[src/rtl/thread_regfile_pkg.sv]
`default_nettype none
// ============================================================================
//  Module   : thread_regfile_pkg
//  Purpose  : Shared encodings for the per-thread register file:
//             - core FSM state codes
//             - write-back source select codes
//             - indices of the read-only special registers
//  Revision : 1.0 - initial release
// ============================================================================
package thread_regfile_pkg;

  // Core FSM state encoding, as driven by the core controller
  typedef enum logic [2:0] {
    CORE_IDLE    = 3'b000,
    CORE_FETCH   = 3'b001,
    CORE_DECODE  = 3'b010,
    CORE_REQUEST = 3'b011,
    CORE_WAIT    = 3'b100,
    CORE_EXECUTE = 3'b101,
    CORE_UPDATE  = 3'b110,
    CORE_DONE    = 3'b111
  } core_state_e;

  // Write-back source select; 2'b11 is reserved and never writes
  typedef enum logic [1:0] {
    MUX_ARITH    = 2'b00,
    MUX_MEMORY   = 2'b01,
    MUX_CONST    = 2'b10,
    MUX_RESERVED = 2'b11
  } reg_input_mux_e;

  // Special (read-only) register indices
  localparam logic [3:0] REG_BLOCK_IDX  = 4'd13;
  localparam logic [3:0] REG_BLOCK_DIM  = 4'd14;
  localparam logic [3:0] REG_THREAD_IDX = 4'd15;

  // Number of general-purpose, writable registers (R0..R12)
  localparam int c_NUM_GPR = 13;

endpackage : thread_regfile_pkg
`default_nettype wire

[src/rtl/thread_regfile.sv]
`default_nettype none
// ============================================================================
//  Module   : thread_regfile
//  Purpose  : Per-thread 16 x DATA_BITS register file for one SIMD lane.
//             R0..R12 general purpose, R13 = blockIdx (tracks block_id),
//             R14 = blockDim (THREADS_PER_BLOCK), R15 = threadIdx (THREAD_ID).
//             Operands are latched in REQUEST, write-back commits in UPDATE.
//  Ports    : clk, reset (sync, active-high), enable (lane active)
//             block_id, core_state, decoded_{rs,rt,rd}_address,
//             decoded_reg_write_enable, decoded_reg_input_mux,
//             decoded_immediate, alu_out, lsu_out  -> inputs
//             rs, rt                                -> registered operands
//             wb_count (only with REGFILE_WB_COUNT_EN) -> committed-write count
//  Options  : `define REGFILE_WB_COUNT_EN adds the saturating wb_count output.
//  Revision : 1.0 - initial release
// ============================================================================
module thread_regfile
  import thread_regfile_pkg::*;
#(
  parameter int THREADS_PER_BLOCK = 4,
  parameter int THREAD_ID         = 0,
  parameter int DATA_BITS         = 8
) (
  input  logic                 clk,
  input  logic                 reset,
  input  logic                 enable,
  input  logic [DATA_BITS-1:0] block_id,
  input  logic [2:0]           core_state,
  input  logic [3:0]           decoded_rs_address,
  input  logic [3:0]           decoded_rt_address,
  input  logic [3:0]           decoded_rd_address,
  input  logic                 decoded_reg_write_enable,
  input  logic [1:0]           decoded_reg_input_mux,
  input  logic [DATA_BITS-1:0] decoded_immediate,
  input  logic [DATA_BITS-1:0] alu_out,
  input  logic [DATA_BITS-1:0] lsu_out,
  output logic [DATA_BITS-1:0] rs,
  output logic [DATA_BITS-1:0] rt
`ifdef REGFILE_WB_COUNT_EN
  ,
  output logic [15:0]          wb_count
`endif
);

  // R14/R15 never change, so they are constants rather than flops
  localparam logic [DATA_BITS-1:0] c_BLOCK_DIM  = DATA_BITS'(THREADS_PER_BLOCK);
  localparam logic [DATA_BITS-1:0] c_THREAD_IDX = DATA_BITS'(THREAD_ID);

  logic [DATA_BITS-1:0] r_gpr [c_NUM_GPR];
  logic [DATA_BITS-1:0] r_block_idx;
  logic [DATA_BITS-1:0] r_rs;
  logic [DATA_BITS-1:0] r_rt;

  logic [DATA_BITS-1:0] w_rs_val;
  logic [DATA_BITS-1:0] w_rt_val;
  logic [DATA_BITS-1:0] w_wb_data;
  logic                 w_wr_commit;
  logic                 w_is_request;

  assign w_is_request = (core_state == CORE_REQUEST);

  // A commit needs UPDATE, a write instruction, a writable target and a
  // non-reserved source; everything else is silently dropped.
  assign w_wr_commit = (core_state == CORE_UPDATE) &&
                       decoded_reg_write_enable &&
                       (decoded_rd_address < REG_BLOCK_IDX) &&
                       (decoded_reg_input_mux != MUX_RESERVED);

  always_comb begin
    w_wb_data = alu_out;
    case (decoded_reg_input_mux)
      MUX_ARITH:  w_wb_data = alu_out;
      MUX_MEMORY: w_wb_data = lsu_out;
      MUX_CONST:  w_wb_data = decoded_immediate;
      default:    w_wb_data = alu_out;
    endcase
  end

  // Read ports see the pre-update R13, so a same-cycle block_id change is
  // only visible on the next read.
  always_comb begin
    w_rs_val = '0;
    w_rt_val = '0;
    for (int i = 0; i < c_NUM_GPR; i++) begin
      if (decoded_rs_address == 4'(i)) w_rs_val = r_gpr[i];
      if (decoded_rt_address == 4'(i)) w_rt_val = r_gpr[i];
    end
    if (decoded_rs_address == REG_BLOCK_IDX)  w_rs_val = r_block_idx;
    if (decoded_rs_address == REG_BLOCK_DIM)  w_rs_val = c_BLOCK_DIM;
    if (decoded_rs_address == REG_THREAD_IDX) w_rs_val = c_THREAD_IDX;
    if (decoded_rt_address == REG_BLOCK_IDX)  w_rt_val = r_block_idx;
    if (decoded_rt_address == REG_BLOCK_DIM)  w_rt_val = c_BLOCK_DIM;
    if (decoded_rt_address == REG_THREAD_IDX) w_rt_val = c_THREAD_IDX;
  end

  always_ff @(posedge clk) begin
    if (reset) begin
      for (int i = 0; i < c_NUM_GPR; i++) r_gpr[i] <= '0;
      r_block_idx <= '0;
      r_rs        <= '0;
      r_rt        <= '0;
    end else if (enable) begin
      r_block_idx <= block_id;
      if (w_is_request) begin
        r_rs <= w_rs_val;
        r_rt <= w_rt_val;
      end
      for (int i = 0; i < c_NUM_GPR; i++) begin
        if (w_wr_commit && (decoded_rd_address == 4'(i))) r_gpr[i] <= w_wb_data;
      end
    end
  end

  assign rs = r_rs;
  assign rt = r_rt;

`ifdef REGFILE_WB_COUNT_EN
  logic [15:0] r_wb_count;

  always_ff @(posedge clk) begin
    if (reset) begin
      r_wb_count <= '0;
    end else if (enable && w_wr_commit && (r_wb_count != 16'hFFFF)) begin
      r_wb_count <= r_wb_count + 16'd1;
    end
  end

  assign wb_count = r_wb_count;
`endif

endmodule : thread_regfile
`default_nettype wire
[config.mk]
export PLATFORM = sky130hd
export DESIGN_NAME = thread_regfile
export DESIGN_NICKNAME = d
export VERILOG_FILES = /design/src/rtl/thread_regfile_pkg.sv /design/src/rtl/thread_regfile.sv
export SDC_FILE = /design/constraint.sdc
export NUM_CORES = 1
export LEC_CHECK = 0
export ABC_AREA = 1
export BUFFER_PORTS_ARGS = -buffer_cell sky130_fd_sc_hd__buf_4
export CAP_MARGIN = 10
export CORE_MARGIN = 3
export CORE_UTILIZATION = 50
export DETAILED_ROUTE_END_ITERATION = 12
export PLACE_DENSITY = 0.76
export SLEW_MARGIN = 25
export SYNTH_ARGS = -nofsm -noshare
export SYNTH_HDL_FRONTEND = slang
export SYNTH_SLANG_ARGS = --single-unit
[constraint.sdc]
create_clock -name clk -period 4.7 [get_ports clk]
set_input_delay 0 -clock clk [delete_from_list [all_inputs] [get_ports clk]]
set_output_delay 0 -clock clk [all_outputs]
set_load 0.01 [all_outputs]
==> summary.txt <==
Outcome
  – Status: finished, final reports clean

Cells and area
  – Area Growth Syn to Fin: 20.4%
  – Fin area: between 0.008 and 0.009 sq mm
  – Final #Nets: roughly 1000
  – Layout cells sized above 1: about 14%
  – N_diodes: 0

Critical path
  – Worst r2r src: r_gpr[0][16]
  – CP max FO: 27
  – Worst Setup SP: reset
  – Worst path slowest cell: nand3_1
  – CP cell instances: dlygate4sd3_1, buf_4, clkinv_1, nand3_1, inv_1
  – Worst Path Arrival: approximately 2.4 ns
  – Buf/Inv on CP: 4
  – Top delay family on crit path: buffers and inverters
  – Critical Path Start Type: input port
  – Crit path kind: in -> reg
  – CP Capture Type: flip-flop
  – Worst EP required: 4.83 ns
  – Crit path largest cell delay: approximately 0.8 ns

Timing
  – Min Tclk post-route: between 2 and 2.5 ns
  – Final TNS setup: 0 ns
  – Final worst-path cycle share: around half
  – Slew @ Worst Pin: between 1 and 1.5 ns
  – Fmax: approximately 0.44 GHz
  – Count of final hold-check violations: 0
  – Rel. slew slack: just under 30%
  – Clk_skew: ~0.011 ns
  – Final setup violation count: 0
  – Fin. max-slew vios: 0
  – RSZ-0062 raised after global routing: no

Yosys
  – Cell Area, Synth: just under 0.007 sq mm
  – Synth cell types: 27
  – Warnings from Yosys: 0
  – FFs w/ async S/R, synth: 0%
  – Sequential area share after synthesis: 52.8%
  – Post-synth top area share: between 40% and 50%
  – Mapped Cells: 863
  – FF+latch count, synth: 128
  – Syn_area_per_cell: between 7 and 8 sq um
  – Post-Syn Nets: 919
  – Post-synth EDFFs: between 100 and 150
  – Post-synth top area cell: edfxtp_1
  – Top post-synthesis cells by area: edfxtp_1 46%, nand2_1 14%, nor2_1 8.6%
  – Commonest register cell after synthesis: edfxtp_1

Flow run
  – Max cap viols: 0

GRT
  – Total track usage: 27.1%
  – Largest net degree at the start of global routing: 28
  – First-pass GRT wire length: 30.3 mm
  – Initial antenna violation count: 0
  – Gr ovfl total: 0
  – Vias in the first global route: 5673

Placement
  – Port Buf Inserts: 68
  – Final RePlAce weighted congestion: between 1 and 1.5
  – Placed cell areas: around 0.0075 sq mm
  – HPWL after DPL: 14.7 mm

Power and ir drop
  – PwrDens: around 360 mW/mm^2
  – Pleak: 3.38 nW
  – VDD IR-drop max: around 0.00023 V

CTS
  – Root Buffer: clkbuf_16
  – CTS H-Tree Depth: 4
  – Num CTS Buffers: 17
  – CTS tree: built
  – Maximum clock path buffer count: 2
  – Worst-path clk slew: around 0.06 ns
  – CTS sink count: 128
  – Worst-Skew Late Latency: approximately 0.42 ns

Min path
  – Hold Crit Start: enable
  – Hold WC Path Type: in -> reg

Die
  – Initial Util: 51.4%
  – Die area: about 0.015 sq mm
  – Die W: 123 microns
  – Die Y-Extent: ~120 microns
  – Core area: about 0.013 sq mm
  – Rows: 42
  – Ports: between 60 and 70

Drt
  – Met3 wire len: around 2.8 mm
  – DRT met1 WL: 8.18 mm
  – DR vias/cell: around 5.6
  – Final wirelength: about 20 mm
  – Met2 WL post-DR: 8.38 mm
  – Wire per inst: between 15 and 20 microns
  – DRC viols: 0
  – Initial DRC count: approximately 820
  – Uppermost layer routed: met4
  – First-pass detailed-route iteration total: 5
  – Routed Antenna Nets: 0
  – Routed via count: 6297
[power by group]
group	internal [W]	total [W]	switching [W]
combinational	0.000103	0.000303	0.000200
clock	0.000839	0.00133	0.000495
sequential	0.00130	0.00135	0.0000531
total	0.00224	0.00299	0.000749
[logic make-up (layout without fill, tap and decap cells)]
group                    Yosys count  after routing  synth area share [%]
AND/OR/NAND/NOR                  510            510                  31.9
flip-flops                       128            128                  52.8
buffers and inverters            125            218                  6.89
AO/OA/AOI/OAI                     97             97                  7.88
adder cells (fa/ha/maj)            3              3                 0.550
[layout make-up]
cell class	instances	area, sq um
fill	1112	5070
sequential	128	3600
multi-input combinational	610	2760
timing repair buffer	81	641
clock buffer	17	425
inverter	105	394
tap	176	220
clock inverter	15	184
[final timing paths]
kind	to	slack, ns	cells past startpoint
worst min register to register	rs[0]	0.47	2
worst max register to register	rt[0]	3.19	10
worst min-delay path	r_block_idx[1]	0.02	3
worst max-delay path	r_gpr[1][26]	2.42	5
[state kept, by name, summed over array words and instances (netlist names)]
register,cells
r_gpr,104
r_block_idx,8
rs,8
rt,8
[cells in the final DEF (no fill, tap or decap), drive strengths merged]
| cell type | n |
|---|---|
| o211ai | 2 |
| nand4 | 33 |
| clkinvlp | 2 |
| clkinv | 7 |
| nand3 | 38 |
| o21ai | 24 |
| nor2 | 170 |
| buf | 68 |
| dlygate4sd3 | 13 |
| clkbuf | 17 |
| edfxtp | 104 |
| nand2 | 247 |
| nor3 | 5 |
| bufinv | 3 |
| or2 | 15 |
| a221o | 8 |
| dfxtp | 24 |
| ha | 3 |
| a21oi | 63 |
| inv | 108 |
| nor4 | 2 |
[metal layers]
layer  track usage (%)  up-vias
li1                  -     2985
met1              39.9     2894
met2              38.6      380
met3              8.06       38
met4              8.12        0
met5                 0        -
[per-stage QoR]
| stage | std cells | worst slack (ns) | power (W) | utilization (%) | hold WS, ns |
|---|---|---|---|---|---|
| finish | 1132 | 2.42 | 0.00299 | 61.9 | 0.0216 |
| global route | 1132 | 2.28 | 0.00307 | 61.9 | 0.0227 |
| CTS | 1132 | 2.50 | 0.00298 | 61.9 | 0.00604 |
| global placement | 1087 | 2.39 | 0.00165 | 56.3 | 0.226 |
| floorplan | 863 | 3.02 | 0.00152 | - | 0.135 |
| detailed placement | 1087 | 2.59 | 0.00165 | 56.3 | 0.231 |
[tightest hold or removal path, cell delays in order]
cell     delay (ns)
buf_4          0.10
inv_2          0.13
a21oi_1        0.16
[cells in the mapped netlist (2+ instances only)]
cell type	count
a221o_1	8
or2_0	3
or2_2	12
nand4_1	33
nor3_1	4
nor2_1	156
inv_2	4
ha_1	3
dfxtp_1	24
a21oi_2	2
nor2_4	6
nand2_1	246
clkbuf_1	17
o21ai_0	24
buf_1	2
nor2_2	8
o211ai_1	2
inv_1	100
edfxtp_1	104
nand3_1	38
a21oi_1	61
[repair_timing]
item,4_1_cts,5_1_grt
gates resized for setup,0,0
endpoints found under the hold margin,24,0
hold buffers,13,0
buffers inserted,0,0
Note: power is estimated with default switching activity, not from simulation.
